===== src/rtl/kmeans_pkg.sv =====
// kmeans_pkg: shared widths, base addresses, engine state encoding and
// the saturating square-accumulate used by the distance engine.
package kmeans_pkg;

    localparam int IO_ADDR_W_DEF   = 14;
    localparam int IO_WORD_W_DEF   = 16;
    localparam int DC_ADDR_W_DEF   = 14;
    localparam int DC_WORD_W_DEF   = 32;
    localparam int NUM_W_DEF       = 16;
    localparam int CENT_BASE_DEF   = 12288;
    localparam int ASSIGN_BASE_DEF = 14336;

    typedef enum logic [2:0] {
        S_IDLE,
        S_RD_PT,
        S_RD_CENT,
        S_ACCUM,
        S_WR_DIST,
        S_SCAN,
        S_WR_ASSIGN,
        S_DONE
    } state_t;

    // acc + (x - c)^2, clamped to 2^w - 1. Operands arrive sign-extended
    // to 32 bits so the difference never wraps.
    function automatic logic [63:0] sq_acc_sat(
        input logic [63:0]        acc,
        input logic signed [31:0] x,
        input logic signed [31:0] c,
        input int                 w
    );
        logic signed [32:0] diff;
        logic [32:0]        mag;
        logic [65:0]        sq;
        logic [66:0]        sum;
        logic [66:0]        lim;
        diff = 33'(x) - 33'(c);
        mag  = diff[32] ? 33'(-diff) : 33'(diff);
        sq   = 66'(mag) * 66'(mag);
        sum  = 67'(acc) + 67'(sq);
        lim  = (67'(1) << w) - 67'(1);
        return (sum > lim) ? lim[63:0] : sum[63:0];
    endfunction

endpackage


===== src/rtl/calc_all_distances_if.sv =====
// calc_all_distances_if: IO and DC BRAM port bundle.
// master = engine side (drives addr/dout/we), slave = memory side (drives din).
interface calc_all_distances_if
    import kmeans_pkg::*;
#(
    parameter int IO_ADDR_W = IO_ADDR_W_DEF,
    parameter int IO_WORD_W = IO_WORD_W_DEF,
    parameter int DC_ADDR_W = DC_ADDR_W_DEF,
    parameter int DC_WORD_W = DC_WORD_W_DEF
);
    logic [IO_ADDR_W-1:0] io_bram_addr_o;
    logic [IO_WORD_W-1:0] io_bram_dout_o;
    logic [IO_WORD_W-1:0] io_bram_din_i;
    logic                 io_bram_we_o;
    logic [DC_ADDR_W-1:0] dc_bram_addr_o;
    logic [DC_WORD_W-1:0] dc_bram_dout_o;
    logic [DC_WORD_W-1:0] dc_bram_din_i;
    logic                 dc_bram_we_o;

    modport master (
        output io_bram_addr_o, io_bram_dout_o, io_bram_we_o,
        output dc_bram_addr_o, dc_bram_dout_o, dc_bram_we_o,
        input  io_bram_din_i, dc_bram_din_i
    );

    modport slave (
        input  io_bram_addr_o, io_bram_dout_o, io_bram_we_o,
        input  dc_bram_addr_o, dc_bram_dout_o, dc_bram_we_o,
        output io_bram_din_i, dc_bram_din_i
    );
endinterface


===== src/rtl/min_index_scan.sv =====
// min_index_scan: running minimum over a streamed distance row; i_last
// closes a row so the next valid starts fresh at index 0.
// Ports: i_clk, i_rst_n, i_valid, i_last, i_dist -> o_min, o_idx.
// Built only with CLOSEST_CENTROID_EN.
`ifdef CLOSEST_CENTROID_EN
module min_index_scan
    import kmeans_pkg::*;
#(
    parameter int DW = DC_WORD_W_DEF,
    parameter int IW = NUM_W_DEF
) (
    input  logic          i_clk,
    input  logic          i_rst_n,
    input  logic          i_valid,
    input  logic          i_last,
    input  logic [DW-1:0] i_dist,
    output logic [DW-1:0] o_min,
    output logic [IW-1:0] o_idx
);
    logic [DW-1:0] r_min;
    logic [IW-1:0] r_idx;
    logic [IW-1:0] r_cnt;
    logic          r_fresh;

    always_ff @(posedge i_clk or negedge i_rst_n) begin
        if (!i_rst_n) begin
            r_min   <= '0;
            r_idx   <= '0;
            r_cnt   <= '0;
            r_fresh <= 1'b1;
        end else if (i_valid) begin
            // strict less-than: ties keep the earlier index
            if (r_fresh || (i_dist < r_min)) begin
                r_min <= i_dist;
                r_idx <= r_cnt;
            end
            r_cnt   <= i_last ? '0 : r_cnt + IW'(1);
            r_fresh <= i_last;
        end
    end

    assign o_min = r_min;
    assign o_idx = r_idx;
endmodule
`endif


===== src/rtl/calc_all_distances.sv =====
// calc_all_distances: squared distance of every point to every centroid
// (IO BRAM -> DC BRAM); with CLOSEST_CENTROID_EN also writes each point's
// nearest-centroid index back to the IO BRAM.
// Ports: clk_i, reset_i (async, active-low), start_i, ready_o, err_o,
// num_vals_i/num_clusters_i/num_dims_i, bram (BRAM master side).
module calc_all_distances
    import kmeans_pkg::*;
#(
    parameter int IO_ADDR_W   = IO_ADDR_W_DEF,
    parameter int IO_WORD_W   = IO_WORD_W_DEF,
    parameter int DC_ADDR_W   = DC_ADDR_W_DEF,
    parameter int DC_WORD_W   = DC_WORD_W_DEF,
    parameter int NUM_W       = NUM_W_DEF,
    parameter int CENT_BASE   = CENT_BASE_DEF,
    parameter int ASSIGN_BASE = ASSIGN_BASE_DEF
) (
    input  logic             clk_i,
    input  logic             reset_i,
    input  logic             start_i,
    output logic             ready_o,
    output logic             err_o,
    input  logic [NUM_W-1:0] num_vals_i,
    input  logic [NUM_W-1:0] num_clusters_i,
    input  logic [NUM_W-1:0] num_dims_i,
    calc_all_distances_if.master bram
);
    localparam int MW = 2 * NUM_W;

    state_t                 r_state;
    logic [NUM_W-1:0]       r_v, r_k, r_dd;
    logic [NUM_W-1:0]       r_p, r_c, r_d;
    logic [DC_WORD_W-1:0]   r_acc;
    logic signed [IO_WORD_W-1:0] r_x;

    logic signed [IO_WORD_W-1:0] w_cent;
    logic [DC_WORD_W-1:0]   w_acc_nx;
    logic [MW-1:0]          w_vk;
    logic                   w_bad;
    logic                   w_last_d, w_last_c, w_last_p;
    logic [IO_ADDR_W-1:0]   w_pt_addr, w_ct_addr;
    logic [DC_ADDR_W-1:0]   w_dc_addr;

    assign w_vk  = MW'(num_vals_i) * MW'(num_clusters_i);
    assign w_bad = (num_vals_i == '0) || (num_clusters_i == '0)
                || (num_dims_i == '0)
                || ((MW+1)'(w_vk) > ((MW+1)'(1) << DC_ADDR_W));

    assign w_cent   = bram.io_bram_din_i;
    assign w_acc_nx = DC_WORD_W'(sq_acc_sat(64'(r_acc), 32'(r_x),
                                            32'(w_cent), DC_WORD_W));

    assign w_last_d = (r_d == r_dd - NUM_W'(1));
    assign w_last_c = (r_c == r_k - NUM_W'(1));
    assign w_last_p = (r_p == r_v - NUM_W'(1));

    assign w_pt_addr = IO_ADDR_W'(r_p) * IO_ADDR_W'(r_dd) + IO_ADDR_W'(r_d);
    assign w_ct_addr = IO_ADDR_W'(CENT_BASE)
                     + IO_ADDR_W'(r_c) * IO_ADDR_W'(r_dd) + IO_ADDR_W'(r_d);
    assign w_dc_addr = DC_ADDR_W'(r_p) * DC_ADDR_W'(r_k) + DC_ADDR_W'(r_c);

`ifdef CLOSEST_CENTROID_EN
    logic             r_sc_vld;
    logic             r_sc_last;
    logic             w_scan_rd;
    logic [NUM_W-1:0] w_idx;

    // SCAN spends K cycles issuing reads, one more to fold the last datum
    assign w_scan_rd = (r_state == S_SCAN) && (r_c != r_k);

    min_index_scan #(
        .DW (DC_WORD_W),
        .IW (NUM_W)
    ) u_scan (
        .i_clk   (clk_i),
        .i_rst_n (reset_i),
        .i_valid (r_sc_vld),
        .i_last  (r_sc_last),
        .i_dist  (bram.dc_bram_din_i),
        .o_min   (),
        .o_idx   (w_idx)
    );
`endif

    always_ff @(posedge clk_i or negedge reset_i) begin
        if (!reset_i) begin
            r_state <= S_IDLE;
            ready_o <= 1'b1;
            err_o   <= 1'b0;
            r_v     <= '0;
            r_k     <= '0;
            r_dd    <= '0;
            r_p     <= '0;
            r_c     <= '0;
            r_d     <= '0;
            r_acc   <= '0;
            r_x     <= '0;
`ifdef CLOSEST_CENTROID_EN
            r_sc_vld  <= 1'b0;
            r_sc_last <= 1'b0;
`endif
        end else begin
`ifdef CLOSEST_CENTROID_EN
            r_sc_vld  <= 1'b0;
            r_sc_last <= 1'b0;
`endif
            unique case (r_state)
                S_IDLE: begin
                    // ready_o only rises one IDLE cycle after DONE, so
                    // a start seen in that cycle is not accepted
                    if (start_i && ready_o) begin
                        ready_o <= 1'b0;
                        if (w_bad) begin
                            err_o   <= 1'b1;
                            r_state <= S_DONE;
                        end else begin
                            err_o   <= 1'b0;
                            r_v     <= num_vals_i;
                            r_k     <= num_clusters_i;
                            r_dd    <= num_dims_i;
                            r_p     <= '0;
                            r_c     <= '0;
                            r_d     <= '0;
                            r_acc   <= '0;
                            r_state <= S_RD_PT;
                        end
                    end else begin
                        ready_o <= 1'b1;
                    end
                end
                S_RD_PT: r_state <= S_RD_CENT;
                S_RD_CENT: begin
                    r_x     <= bram.io_bram_din_i;
                    r_state <= S_ACCUM;
                end
                S_ACCUM: begin
                    r_acc <= w_acc_nx;
                    if (w_last_d) begin
                        r_d     <= '0;
                        r_state <= S_WR_DIST;
                    end else begin
                        r_d     <= r_d + NUM_W'(1);
                        r_state <= S_RD_PT;
                    end
                end
                S_WR_DIST: begin
                    r_acc <= '0;
                    if (!w_last_c) begin
                        r_c     <= r_c + NUM_W'(1);
                        r_state <= S_RD_PT;
                    end else if (!w_last_p) begin
                        r_c     <= '0;
                        r_p     <= r_p + NUM_W'(1);
                        r_state <= S_RD_PT;
                    end else begin
                        r_c     <= '0;
                        r_p     <= '0;
`ifdef CLOSEST_CENTROID_EN
                        r_state <= S_SCAN;
`else
                        r_state <= S_DONE;
`endif
                    end
                end
`ifdef CLOSEST_CENTROID_EN
                S_SCAN: begin
                    if (r_c == r_k) begin
                        r_c     <= '0;
                        r_state <= S_WR_ASSIGN;
                    end else begin
                        r_sc_vld  <= 1'b1;
                        r_sc_last <= w_last_c;
                        r_c       <= r_c + NUM_W'(1);
                    end
                end
                S_WR_ASSIGN: begin
                    if (w_last_p) begin
                        r_p     <= '0;
                        r_state <= S_DONE;
                    end else begin
                        r_p     <= r_p + NUM_W'(1);
                        r_state <= S_SCAN;
                    end
                end
`endif
                S_DONE:  r_state <= S_IDLE;
                default: r_state <= S_IDLE;
            endcase
        end
    end

    // BRAM ports are a pure decode of registered state; all zero when idle
    always_comb begin
        bram.io_bram_addr_o = '0;
        bram.io_bram_dout_o = '0;
        bram.io_bram_we_o   = 1'b0;
        bram.dc_bram_addr_o = '0;
        bram.dc_bram_dout_o = '0;
        bram.dc_bram_we_o   = 1'b0;
        unique case (1'b1)
            (r_state == S_RD_PT): bram.io_bram_addr_o = w_pt_addr;
            (r_state == S_RD_CENT): bram.io_bram_addr_o = w_ct_addr;
            (r_state == S_WR_DIST): begin
                bram.dc_bram_addr_o = w_dc_addr;
                bram.dc_bram_dout_o = r_acc;
                bram.dc_bram_we_o   = 1'b1;
            end
`ifdef CLOSEST_CENTROID_EN
            w_scan_rd: bram.dc_bram_addr_o = w_dc_addr;
            (r_state == S_WR_ASSIGN): begin
                bram.io_bram_addr_o = IO_ADDR_W'(ASSIGN_BASE)
                                    + IO_ADDR_W'(r_p);
                bram.io_bram_dout_o = IO_WORD_W'(w_idx);
                bram.io_bram_we_o   = 1'b1;
            end
`endif
            default: ;
        endcase
    end
endmodule


===== src/flat_wrapper.sv =====
// flat-port wrapper written by rule: the top's interface ports become plain ports
module calc_all_distances_flat import kmeans_pkg::*;
#(
    parameter int IO_ADDR_W   = IO_ADDR_W_DEF,
    parameter int IO_WORD_W   = IO_WORD_W_DEF,
    parameter int DC_ADDR_W   = DC_ADDR_W_DEF,
    parameter int DC_WORD_W   = DC_WORD_W_DEF,
    parameter int NUM_W       = NUM_W_DEF,
    parameter int CENT_BASE   = CENT_BASE_DEF,
    parameter int ASSIGN_BASE = ASSIGN_BASE_DEF
)
  (clk_i, reset_i, start_i, ready_o, err_o, num_vals_i, num_clusters_i, num_dims_i, bram_io_bram_addr_o, bram_io_bram_dout_o, bram_io_bram_we_o, bram_dc_bram_addr_o, bram_dc_bram_dout_o, bram_dc_bram_we_o, bram_io_bram_din_i, bram_dc_bram_din_i);
  calc_all_distances_if #(.IO_ADDR_W(IO_ADDR_W), .IO_WORD_W(IO_WORD_W), .DC_ADDR_W(DC_ADDR_W), .DC_WORD_W(DC_WORD_W)) bram_i ();
  input  logic clk_i;
  input  logic reset_i;
  input  logic start_i;
  output logic ready_o;
  output logic err_o;
  input  logic [NUM_W-1:0] num_vals_i;
  input  logic [NUM_W-1:0] num_clusters_i;
  input  logic [NUM_W-1:0] num_dims_i;
  output wire logic [$bits(bram_i.io_bram_addr_o)-1:0] bram_io_bram_addr_o;
  output wire logic [$bits(bram_i.io_bram_dout_o)-1:0] bram_io_bram_dout_o;
  output wire logic [$bits(bram_i.io_bram_we_o)-1:0] bram_io_bram_we_o;
  output wire logic [$bits(bram_i.dc_bram_addr_o)-1:0] bram_dc_bram_addr_o;
  output wire logic [$bits(bram_i.dc_bram_dout_o)-1:0] bram_dc_bram_dout_o;
  output wire logic [$bits(bram_i.dc_bram_we_o)-1:0] bram_dc_bram_we_o;
  input wire logic [$bits(bram_i.io_bram_din_i)-1:0] bram_io_bram_din_i;
  input wire logic [$bits(bram_i.dc_bram_din_i)-1:0] bram_dc_bram_din_i;
  assign bram_io_bram_addr_o = bram_i.io_bram_addr_o;
  assign bram_io_bram_dout_o = bram_i.io_bram_dout_o;
  assign bram_io_bram_we_o = bram_i.io_bram_we_o;
  assign bram_dc_bram_addr_o = bram_i.dc_bram_addr_o;
  assign bram_dc_bram_dout_o = bram_i.dc_bram_dout_o;
  assign bram_dc_bram_we_o = bram_i.dc_bram_we_o;
  assign bram_i.io_bram_din_i = bram_io_bram_din_i;
  assign bram_i.dc_bram_din_i = bram_dc_bram_din_i;
  calc_all_distances #(.IO_ADDR_W(IO_ADDR_W), .IO_WORD_W(IO_WORD_W), .DC_ADDR_W(DC_ADDR_W), .DC_WORD_W(DC_WORD_W), .NUM_W(NUM_W), .CENT_BASE(CENT_BASE), .ASSIGN_BASE(ASSIGN_BASE)) u_core (.clk_i(clk_i), .reset_i(reset_i), .start_i(start_i), .ready_o(ready_o), .err_o(err_o), .num_vals_i(num_vals_i), .num_clusters_i(num_clusters_i), .num_dims_i(num_dims_i), .bram(bram_i));
endmodule

===== config.mk =====
export PLATFORM = sky130hd
export DESIGN_NAME = calc_all_distances_flat
export DESIGN_NICKNAME = d
export VERILOG_FILES = /design/src/rtl/kmeans_pkg.sv /design/src/rtl/calc_all_distances_if.sv /design/src/rtl/min_index_scan.sv /design/src/rtl/calc_all_distances.sv /design/src/flat_wrapper.sv
export SDC_FILE = /design/constraint.sdc
export NUM_CORES = 2
export LEC_CHECK = 0
export CAP_MARGIN = 20
export CORE_MARGIN = 4
export CORE_UTILIZATION = 55
export CTS_BUF_LIST = sky130_fd_sc_hd__clkbuf_8
export CTS_CLUSTER_SIZE = 8
export DETAILED_ROUTE_END_ITERATION = 6
export PLACE_DENSITY = 0.75
export SKIP_CTS_REPAIR_TIMING = 1
export SLEW_MARGIN = 0
export SYNTH_ARGS = -nofsm -noshare
export SYNTH_HDL_FRONTEND = slang
export SYNTH_SLANG_ARGS = --single-unit

===== constraint.sdc =====
create_clock -name clk_i -period 9.6 [get_ports clk_i]
set_clock_uncertainty 0.05 [all_clocks]
set_input_delay 0.96 -clock clk_i [delete_from_list [all_inputs] [get_ports clk_i]]
set_output_delay 0.96 -clock clk_i [all_outputs]
set_load 0.02 [all_outputs]

==> run metrics <==
status complete, but fails checks; failing checks design-rule violations, negative setup slack; worst skew pair latency ~570 ps; first-pass GRT wire length approximately 250,000 um; synth cell count leaders inv_1, fa_1, nand2_1, ha_1, nor2_1; routed wire length roughly 150,000 um; largest net degree at the start of global routing 82; # IOs between 150 and 200; main flop type after synthesis dfrtp_1; clk sinks roughly 150; critical path class primary input to flip-flop; GR Util All Layers 27.5%; max incr delay on CP ~550 ps; max-cap violation count 0; combinational family with the most area after synthesis adder cells; ANT nets after route 0; synthesized flop and latch total 149; initial drt markers about 3,200; wire length per cell 17.0 um; Post-synth EDFFs 0; post-place setup slack -1710 ps; width of the die ~330 um; CP most frequent cell fa_1; PnR worst setup slack -732 ps; top cells by area, synth fa_1, ha_1, inv_1; Netlist cell types roughly 80; synthesized-area fraction occupied by xor and xnor cells roughly 3.8%; crit path capture type flip-flop; Crit path depth 43; total congestion overflow 0; final core occ 64.6%; placed wire-length estimate between 100,000 and 150,000 um; Worst path slowest cell fa_1; fmax 96.8 MHz; unrepaired setup endpoints after global routing yes; Final setup viols 32; Post-Syn Area ~58,000 um^2; Worst Tran Pin Value 1080 ps; area share of the largest cell type after synthesis about 45%; Critical Path Fanout Max 20; Core Region 104,000 um^2; P&R area growth vs syn 16.2%; routability cong. between 0.9 and 1; number of buffers created by CTS 17; syn avg cell area approximately 9.1 um^2; top-count cell post-synth inv_1; Async S/R FF share, synth 100%; # nets final approximately 9,200; Final period util 108%; Simple-Gate Fraction of Synth Area 12.4%; number of global-route vias before repair a little under 50,000; Worst path top cell family by delay adder cells; FP Rows around 120; Syn Inst Count 6,306; Vias 45,200; total number of yosys warnings 0; Startpoint Class primary input; TritonCTS clock tree done; initial core utilization a little under three fifths; CP required between 9000 and 10,000 ps; fillers 8,401; initial antenna violation count 15; Compound-Gate Fraction of Synth Area around 7.4%; register area share after synthesis around 6.5%; Slew Viols, Final 0; WP buf/inv 11; setup TNS -22,440 ps; Root Buffer clkbuf_8; PortBufs roughly 130; CP arrival 10,710 ps; Final Hold Viols 0; DR pass1 iterations 7; CTS clk-pin slew, worst paths 120 ps; min-delay worst type primary input to asynchronous set/reset pin; DIE HEIGHT between 300 and 400 um; Max transition margin between 20 and 30%; die area between 100,000 and 150,000 um^2; Vias/cell roughly 5.2; multiplexer share of the synthesized area under 10%; post-route insts no fill 8,682; H-Tree Depth 4; clock buffer depth 2; post-synthesis adder-cell area fraction between 50% and 60%; Tmin final roughly 10,000 ps; layout cell share with drive strength beyond 1 under 10%; DRC Markers 2; dominant cell type by area after synthesis fa_1; Inst Count DP 8,595; FF-to-FF path depth 43
-- metal layers --
metal	routed length [um]	vias up	global-route usage, %
met5	62	-	0
met4	3460	10	5.90
met3	12200	213	5.42
met2	71500	1582	46.0
met1	60700	22800	37.5
li1	-	20500	-
-- registers in the layout (all words and copies together), names as in the netlist --
signal	count
u_core.err_o	1
u_core.r_acc	32
u_core.r_c	16
u_core.r_d	16
u_core.r_dd	16
u_core.r_k	16
u_core.r_p	16
u_core.r_state	3
u_core.r_v	16
u_core.r_x	16
u_core.ready_o	1
-- per-stage QoR --
stage	instance area [um^2]	hold slack, ps
2_1_floorplan	60500	404
3_3_place_gp	65200	417
3_5_place_dp	65200	432
4_1_cts	65600	336
5_1_grt	67000	379
6_report	67000	356
-- worst reg2reg max path: cells and delay by family, from the launching register on --
family,cells,cell delay (ps)
adder cells (fa/ha/maj),11,4820
AO/OA/AOI/OAI,10,1680
AND/OR/NAND/NOR,8,1670
buffers and inverters,11,900
XOR/XNOR,3,620
flip-flops,1,360
-- worst paths after layout --
check                                           start               to  slack [ps]
worst min register to register         u_core.r_x[13]   u_core.r_x[13]         460
min in group clk_i                     u_core.r_x[13]   u_core.r_x[13]         460
worst max register to register          u_core.r_x[0]  u_core.r_acc[7]        -660
max in group asynchronous                     reset_i   u_core.ready_o        7810
worst min-delay path                          reset_i    u_core.r_x[6]         360
worst max-delay path            bram_io_bram_din_i[0]  u_core.r_acc[7]        -730
-- final cells by class --
| type | count | area [um^2] | share of cell area [%] |
|---|---|---|---|
| clock buffers | 17 | 234 | 0.349 |
| diodes | 8 | 20.0 | 0.0299 |
| well taps | 1380 | 1730 | 2.58 |
| inverters | 1532 | 5770 | 8.61 |
| multi-input cells | 5037 | 50700 | 75.6 |
| flip-flops and latches | 149 | 3730 | 5.57 |
| clock inverters | 15 | 201 | 0.301 |
| repair buffers | 544 | 4650 | 6.94 |
-- cell families (layout without fill, tap and decap cells) --
kind of cell | after synthesis | in the layout
compound gates | 697 | 697
xor+xnor | 249 | 249
fa+ha+maj | 1839 | 1839
buf+inv | 1808 | 2108
flops | 149 | 149
mux | 69 | 69
other cells | 2 | 698
simple gates | 1493 | 1493
-- placed cells by master (no fill, tap or decap), types with 11 or more instances in the layout --
cell / n
clkdlybuf4s50_1: 119
and2_1: 214
a31oi_1: 21
inv_1: 1508
o2bb2ai_1: 15
or2_2: 33
nor2_1: 263
o21ai_0: 153
inv_2: 18
nor3_1: 54
nand3_1: 56
o21a_1: 27
a21oi_2: 27
and3_1: 45
o211ai_1: 15
nand4_1: 46
o31ai_1: 11
buf_6: 16
o22ai_1: 16
a211oi_1: 26
a21oi_1: 214
fa_1: 1283
a21o_1: 28
ha_1: 525
or3_1: 22
mux2i_1: 13
xor2_1: 86
xnor2_1: 151
ha_4: 20
clkbuf_8: 17
nor2b_1: 17
nand2_1: 561
o21ai_1: 11
buf_4: 390
conb_1: 690
o21bai_1: 19
nor4_1: 57
mux2_2: 56
nand2b_1: 34
dfrtp_1: 148
Power is not shown: default switching activity piles up to over one toggle a cycle in this logic, so the estimate is an artifact.
